## src/rtl/serial_subtractor_if.sv

```systemverilog
// Operand/result handshake bundle for serial_subtractor.
// The subtractor is the slave; the producer/consumer side is the master.
interface serial_subtractor_if #(
  parameter int WIDTH = 8
) ();
  logic             in_valid;
  logic             in_ready;
  logic [WIDTH-1:0] in1;
  logic [WIDTH-1:0] in2;
  logic             borrowin;
  logic             out_valid;
  logic             out_ready;
  logic [WIDTH-1:0] diff;
  logic             borrow;
  logic             ovf;

  modport slave (
    input  in_valid, in1, in2, borrowin, out_ready,
    output in_ready, out_valid, diff, borrow, ovf
  );

  modport master (
    output in_valid, in1, in2, borrowin, out_ready,
    input  in_ready, out_valid, diff, borrow, ovf
  );
endinterface

```

## src/rtl/serial_subtractor.sv

```systemverilog
// Bit-serial LSB-first subtractor: one full-subtractor cell plus a borrow flop,
// producing in1 - in2 - borrowin after WIDTH RUN cycles.
module serial_subtractor #(
  parameter int WIDTH = 8
) (
  input  logic                 clk,
  input  logic                 rst,
  serial_subtractor_if.slave   bus
);

  localparam int CW = $clog2(WIDTH + 1);
  localparam logic [CW-1:0] LAST_BIT = CW'(WIDTH - 1);

  typedef enum logic [1:0] {
    IDLE,
    RUN,
    DONE
  } state_e;

  state_e           state_q, state_d;
  logic [WIDTH-1:0] a_sh_q, a_sh_d;
  logic [WIDTH-1:0] b_sh_q, b_sh_d;
  logic [WIDTH-1:0] res_sh_q, res_sh_d;
  logic             br_q, br_d;
  logic             sign_a_q, sign_a_d;
  logic             sign_b_q, sign_b_d;
  logic [CW-1:0]    cnt_q, cnt_d;

  logic d_bit;
  logic bo_bit;

  // Full-subtractor cell on the current LSBs and the running borrow.
  always_comb begin
    d_bit  = a_sh_q[0] ^ b_sh_q[0] ^ br_q;
    bo_bit = (~a_sh_q[0] & b_sh_q[0]) | (~a_sh_q[0] & br_q) | (b_sh_q[0] & br_q);
  end

  always_comb begin
    // NOTE: every signal gets a default before the case so no path leaves it unassigned (no latch).
    state_d  = state_q;
    a_sh_d   = a_sh_q;
    b_sh_d   = b_sh_q;
    res_sh_d = res_sh_q;
    br_d     = br_q;
    sign_a_d = sign_a_q;
    sign_b_d = sign_b_q;
    cnt_d    = cnt_q;

    case (state_q)
      IDLE: begin
        if (bus.in_valid) begin
          a_sh_d   = bus.in1;
          b_sh_d   = bus.in2;
          br_d     = bus.borrowin;
          sign_a_d = bus.in1[WIDTH-1];
          sign_b_d = bus.in2[WIDTH-1];
          cnt_d    = '0;
          state_d  = RUN;
        end
      end
      RUN: begin
        // Shift-then-overwrite the MSB works for every WIDTH, including 1.
        res_sh_d            = res_sh_q >> 1;
        res_sh_d[WIDTH-1]   = d_bit;
        a_sh_d              = a_sh_q >> 1;
        b_sh_d              = b_sh_q >> 1;
        br_d                = bo_bit;
        cnt_d               = cnt_q + 1'b1;
        if (cnt_q == LAST_BIT) begin
          state_d = DONE;
        end
      end
      DONE: begin
        if (bus.out_ready) begin
          state_d = IDLE;
        end
      end
      default: state_d = IDLE;
    endcase
  end

  always_ff @(posedge clk) begin
    // NOTE: sequential state uses non-blocking assignments so all flops update together.
    if (rst) begin
      state_q  <= IDLE;
      a_sh_q   <= '0;
      b_sh_q   <= '0;
      res_sh_q <= '0;
      br_q     <= 1'b0;
      sign_a_q <= 1'b0;
      sign_b_q <= 1'b0;
      cnt_q    <= '0;
    end else begin
      state_q  <= state_d;
      a_sh_q   <= a_sh_d;
      b_sh_q   <= b_sh_d;
      res_sh_q <= res_sh_d;
      br_q     <= br_d;
      sign_a_q <= sign_a_d;
      sign_b_q <= sign_b_d;
      cnt_q    <= cnt_d;
    end
  end

  assign bus.in_ready  = (state_q == IDLE);
  assign bus.out_valid = (state_q == DONE);
  assign bus.diff      = res_sh_q;
  assign bus.borrow    = br_q;
  assign bus.ovf       = (sign_a_q != sign_b_q) & (res_sh_q[WIDTH-1] != sign_a_q);

endmodule

```

## src/flat_wrapper.sv

```systemverilog
// flat-port wrapper written by rule: the top's interface ports become plain ports
module serial_subtractor_flat 
#(
  parameter int WIDTH = 8
)
  (clk, rst, bus_in_valid, bus_in1, bus_in2, bus_borrowin, bus_out_ready, bus_in_ready, bus_out_valid, bus_diff, bus_borrow, bus_ovf);
  serial_subtractor_if #(.WIDTH(WIDTH)) bus_i ();
  input  logic clk;
  input  logic rst;
  input wire logic [$bits(bus_i.in_valid)-1:0] bus_in_valid;
  input wire logic [$bits(bus_i.in1)-1:0] bus_in1;
  input wire logic [$bits(bus_i.in2)-1:0] bus_in2;
  input wire logic [$bits(bus_i.borrowin)-1:0] bus_borrowin;
  input wire logic [$bits(bus_i.out_ready)-1:0] bus_out_ready;
  output wire logic [$bits(bus_i.in_ready)-1:0] bus_in_ready;
  output wire logic [$bits(bus_i.out_valid)-1:0] bus_out_valid;
  output wire logic [$bits(bus_i.diff)-1:0] bus_diff;
  output wire logic [$bits(bus_i.borrow)-1:0] bus_borrow;
  output wire logic [$bits(bus_i.ovf)-1:0] bus_ovf;
  assign bus_i.in_valid = bus_in_valid;
  assign bus_i.in1 = bus_in1;
  assign bus_i.in2 = bus_in2;
  assign bus_i.borrowin = bus_borrowin;
  assign bus_i.out_ready = bus_out_ready;
  assign bus_in_ready = bus_i.in_ready;
  assign bus_out_valid = bus_i.out_valid;
  assign bus_diff = bus_i.diff;
  assign bus_borrow = bus_i.borrow;
  assign bus_ovf = bus_i.ovf;
  serial_subtractor #(.WIDTH(WIDTH)) u_core (.clk(clk), .rst(rst), .bus(bus_i));
endmodule
```

## config.mk

```make
export PLATFORM = sky130hd
export DESIGN_NAME = serial_subtractor_flat
export DESIGN_NICKNAME = d
export VERILOG_FILES = /design/src/rtl/serial_subtractor_if.sv /design/src/rtl/serial_subtractor.sv /design/src/flat_wrapper.sv
export SDC_FILE = /design/constraint.sdc
export NUM_CORES = 1
export LEC_CHECK = 0
export CAP_MARGIN = 20
export CORE_ASPECT_RATIO = 0.7
export CORE_UTILIZATION = 53
export CTS_CLUSTER_SIZE = 12
export DETAILED_ROUTE_END_ITERATION = 8
export PLACE_DENSITY = 0.83
export SETUP_SLACK_MARGIN = 0.4
export SYNTH_ARGS = -nofsm -noshare
export SYNTH_HDL_FRONTEND = slang
export SYNTH_SLANG_ARGS = --single-unit
```

## constraint.sdc

```tcl
create_clock -name clk -period 2.1 [get_ports clk]
set_clock_uncertainty 0.2 [all_clocks]
set_input_delay 0.21 -clock clk [delete_from_list [all_inputs] [get_ports clk]]
set_output_delay 0.21 -clock clk [all_outputs]
set_load 0.01 [all_outputs]
```

======== After elaboration in Yosys (flattened, before gate mapping) ========
Index checks and enable logic that the tools add are counted.
operators by class
  bitwise logic cells ..................... 9
  add/subtract/negate cells ............... 1
  reductions and logical operators ........ 5
  equal/unequal tests ..................... 8
  multiplexer cells ....................... 12
operator list
  operator                                                                 number
  8-bit one-hot mux with 2 select lines                                    2
  8-bit two-way mux                                                        2
  4-bit one-hot mux with 2 select lines                                    1
  2-bit two-way mux                                                        3
  2-bit one-hot mux with 3 select lines                                    1
  4-bit by 1-bit adder with 4-bit output, second input constant            1
  1-bit AND                                                                4
  4-bit by 3-bit equality test with 1-bit output, second input constant    1
  4-bit two-way mux                                                        1
  2-bit inequality test, second input constant                             2
  2-bit AND reduction                                                      2
  3-bit AND reduction                                                      1
  2-bit by 1-bit equality test with 1-bit output, second input constant    1
  2-bit equality test, second input constant                               1
  2-bit logical NOT                                                        1
  1-bit inequality test                                                    2
  2-bit by 1-bit inequality test with 1-bit output, second input constant  1
  1-bit bitwise OR                                                         2
  1-bit one-hot mux with 2 select lines                                    1
  2-bit nonzero test                                                       1
  1-bit bitwise XOR                                                        2
  1-bit two-way mux                                                        1
  1-bit NOT                                                                1
word-level totals
  word-level logic and storage cells ...... 43
  input bits .............................. 21
  output and inout bits ................... 12
  flip-flop bits (word level) ............. 33

======== Depth between registers and ports, before layout ========
  depth in word-level cells ............... 5
  depth in mapped cells ................... 6
  depth with buffers taken out ............ 4

======== Least setup slack after synthesis ========
Ideal clock, no wire load.
  path type ............................... register -> register
  start ................................... register u_core.state_q[1]
  end ..................................... register u_core.b_sh_q[0]
  arrival ................................. 1074 ps
  data required time ...................... 1820 ps
  buffers on the path ..................... 3
  slack ................................... 745 ps
  stages on the path, launching flop included .. 7
  path through ............................ dfxtp_1 -> buf_6 -> o21ba_1 -> buf_6 -> buf_6 -> nor2_1 -> a211oi_2
between the ends
  word-level cells in the longest chain between the ends .. 3
  elaborated cells on any way between the ends .. 6
  those cells by class .................... 2 x eq/ne; 1 x mux; 3 x reduce/logical
ends and longest elaborated chain
  what                                                                                        line                     RTL
  start: declaration                                                                          serial_subtractor.sv:20  state_e state_q, state_d;
  start signal: assignment                                                                    serial_subtractor.sv:94  state_q <= state_d;
  2-bit by 1-bit equality test with 1-bit output / 2-bit logical NOT (equally long branches)  serial_subtractor.sv:49  case (state_q)
  2-bit nonzero test (no source line) / 2-bit inequality test (equally long branches)         n/a
  2-bit AND reduction (no source line)                                                        n/a
  end signal: assignment                                                                      serial_subtractor.sv:96  b_sh_q <= b_sh_d;
  end: declaration                                                                            serial_subtractor.sv:22  logic [WIDTH-1:0] b_sh_q, b_sh_d;
Several ways; a longest one is shown, not always the timed one.
A chain may end at the register's enable or synchronous reset.

======== Final worst setup path ========
  start ................................... register u_core.br_q (netlist: u_core.bus.borrow)
  end ..................................... output bus_borrow
RTL lines
  what                      line                     RTL
  start: declaration        serial_subtractor.sv:24  logic br_q, br_d;
  start signal: assignment  serial_subtractor.sv:98  br_q <= br_d;
  end: declaration          flat_wrapper.sv:18       output wire logic [$bits(bus_i.borrow)-1:0] bus_borrow;
No word-level cell between the ends.

==> run summary <==
Outcome -> finished, final reports clean
Worst path slowest cell -> clkdlybuf4s50_1
Nets@finish -> 223
Largest stage delay on the critical path -> 0.55 ns
Leakage -> 0.764 nW
Sw Share -> 25.7%
Hold-fix buffers, CTS -> 0
Fin util -> 75.3%
Synth warn -> 0
Post-DP HPWL -> 2.14 mm
Starting Density -> 58.5%
I/O Buffers -> 32
Fin. max-slew vios -> 0
Maximum vdd drop -> 0.495 mV
Die X -> 65.7 um
Most used DFF post-synth -> dfxtp_1
Hold crit path type -> reg -> reg
Simple logic cell fraction of the synthesized area -> 20.1%
Crit-path cells -> clkdlybuf4s50_1
Adder-Cell Fraction of Synth Area -> 2.16%
Initial DRC count -> 68
Setup Crit Path Kind -> reg -> out
Area Overhead vs Synth -> 28.8%
Largest family of logic cells by synthesized area -> compound AO/OA/AOI/OAI gates
Xor/xnor cell area share of the yosys netlist -> 0%
First-pass GRT wire length -> 5.18 mm
CP required -> 1.69 ns
Sequential share of power -> 47.9%
Relative slew margins -> 72.4%
Worst-path maximum fanout -> 3
Post-DR wirelength/cell -> 14.5 um
Core area -> 0.00257 mm^2
Setup crit end kind -> primary output
DP Area -> 0.00179 mm^2
Gr ovfl total -> 0
Sequential share of the synthesized area -> 43.9%
Via/cell ratio -> 5.58
Max Root-Sink Buffers -> 2
Largest net degree at the start of global routing -> 34
Syn nets -> 191
P per Cell Area -> 744 mW/mm^2
Critical path's top delay family -> buffers and inverters
Share of cells above drive strength 1 -> 16.9%
P_int -> 1.07 mW
Post-synthesis mux area share -> 2.00%
Synth top area share -> 43.9%
Slew at the pin with the worst max-slew slack -> 0.414 ns
DRC errors left -> 0
Die footprint -> 0.00306 mm^2
Vias in the first global route -> 1200
Period Utilization, post-route -> 77.9%
Antenna violations before repair -> 0
Clock network fraction of design power -> 36.4%
Total routed wirelength -> 3.41 mm
Syn avg cell area -> 8.95 um^2
Crit path DAT -> 1.23 ns
Dominant cells by area after synthesis -> dfxtp_1, a211oi_2, nand2_1, a21oi_1, nor2_1
GP Congestion -> 0.767
Leading area contributor after synthesis -> dfxtp_1
Crit path buf inv count -> 1
Worst skew pair latency -> 0.29 ns
Final Hold Viols -> 0
Syn Inst Count -> 168
Ports -> 33
RSZ-0062 raised after global routing -> false
CP Launch Type -> register
Clk sink count -> 33
Antenna viol nets, final -> 0
Setup TNS -> 0 ns
Max Cap Viol -> 0
CTS tree -> done
Root Buffer -> clkbuf_8
Die height -> 46.6 um
Post-synth EDFFs -> 0
Synth Area in Compound Gates -> 24.2%
DRT Pass-1 Iters -> 4
Layout fillers -> 176
Comb pwr share -> 15.7%
Tot Pwr -> 1.44 mW
Total vias in the final route -> 1312
Peak Freq -> 611 MHz
Period minus WS final -> 1.64 ns
FP Rows -> 15
Mapped Area -> 0.00150 mm^2
Seq cells post-synth -> 33
Design area -> 0.00194 mm^2
Synth unique cells -> 33
P_sw -> 0.371 mW
H-tree depth -> 2
GRT Util Overall -> 23.4%
Inserted Clock Buffers -> 5
Post-synth top cells -> dfxtp_1, nand2_1, nor2_1
ANT cells -> 0
Final setup viols -> 0
Clock slew at reported path FFs -> 0.07 ns
Top-count cell post-synth -> dfxtp_1
Post-synth ARST share -> 0%
-- layout by cell type (no fill, tap or decap) --
cell type,n
a211oi_1,5
a211oi_2,10
a21oi_1,22
a221oi_2,1
a22oi_1,3
a311oi_2,1
a31oi_1,1
and4b_1,1
buf_12,1
buf_4,7
clkbuf_8,7
clkdlybuf4s50_1,29
clkinv_2,1
dfxtp_1,30
dfxtp_2,2
dfxtp_4,1
dlygate4sd2_1,2
dlymetal6s2s_1,1
fa_1,1
ha_1,1
inv_1,1
mux2i_1,3
nand2_1,31
nand2b_1,1
nand2b_4,1
nand3_1,2
nand3b_1,1
nor2_1,24
nor2b_1,1
nor2b_4,1
nor3_1,2
nor3b_2,1
o211a_1,1
o21ai_0,1
o21ba_1,1
o21bai_1,1
or3_1,1
-- sequential cells by signal, summed over array words and instances (netlist names) --
signal,flops
u_core.b_sh_q,8
u_core.bus.borrow,1
u_core.cnt_q,4
u_core.state_q,2
u_core.sign_b_q,1
u_core.a_sh_q,8
u_core.bus.diff,8
u_core.sign_a_q,1
-- power by group through the flow --
stage | Combinational (mW) | Sequential, mW | Clock, mW
6_report | 0.226 | 0.691 | 0.524
5_1_grt | 0.245 | 0.695 | 0.549
4_1_cts | 0.212 | 0.691 | 0.529
3_5_place_dp | 0.212 | 0.704 | 0
3_3_place_gp | 0.204 | 0.701 | 0
2_1_floorplan | 0.147 | 0.697 | 0
-- tightest hold or removal path, stage by stage, from the launching register on --
cell and delay (ns):
dfxtp_1 0.31, nand2_1 0.05, a21oi_1 0.05
-- cell type report --
type	instances	area (um^2)	area share, %
Clock buffer	7	96.3	4.97
Clock inverter	1	5.00	0.258
Inverter	1	3.75	0.194
Multi-Input combinational cell	119	729	37.7
Sequential cell	33	667	34.4
Tap cell	34	42.5	2.20
Timing Repair Buffer	40	393	20.3
-- path summary, 6_finish.rpt --
path              slack (ns)                               to                       startpoint  depth (start not counted)
setup / recovery        0.46                       bus_borrow   u_core.bus.borrow$_SDFFE_PP0P_                          1
hold / removal          0.25  u_core.bus.diff[0]$_SDFFE_PP0P_  u_core.bus.diff[0]$_SDFFE_PP0P_                          2
setup reg to reg        0.50    u_core.a_sh_q[2]$_SDFFE_PP0P_   u_core.state_q[0]$_SDFFE_PP0P_                          4
hold reg to reg         0.25  u_core.bus.diff[0]$_SDFFE_PP0P_  u_core.bus.diff[0]$_SDFFE_PP0P_                          2
-- logic make-up after synthesis --
group	Yosys count
DFF	33
adders and majority gates	2
AOI/OAI and AO/OA	47
and+or+nand+nor	67
buffers and inverters	16
muxes	3
-- what timing repair did --
| item | 4_1_cts | 5_1_grt |
|---|---|---|
| cloned | 0 | 0 |
| setup endpoints to repair | 10 | 6 |
| buffers inserted | 0 | 4 |
| resized for setup | 4 | 3 |
-- per-layer routing --
metal	track usage (%)	vias up	wire, um
li1	-	641	-
met1	27.5	621	1530
met2	41.0	41	1620
met3	6.68	9	200
met4	9.13	0	59
met5	0	-	0
-- metrics by stage --
stage	cells	hold slack, ns	worst slack, ns
after global routing	235	0.286	0.415
after global placement	223	0.244	0.426
final	235	0.253	0.464
after CTS	231	0.257	0.265
after floorplan	168	0.151	0.745
after detailed placement	223	0.250	0.337
(Power assumes the default switching activity.)
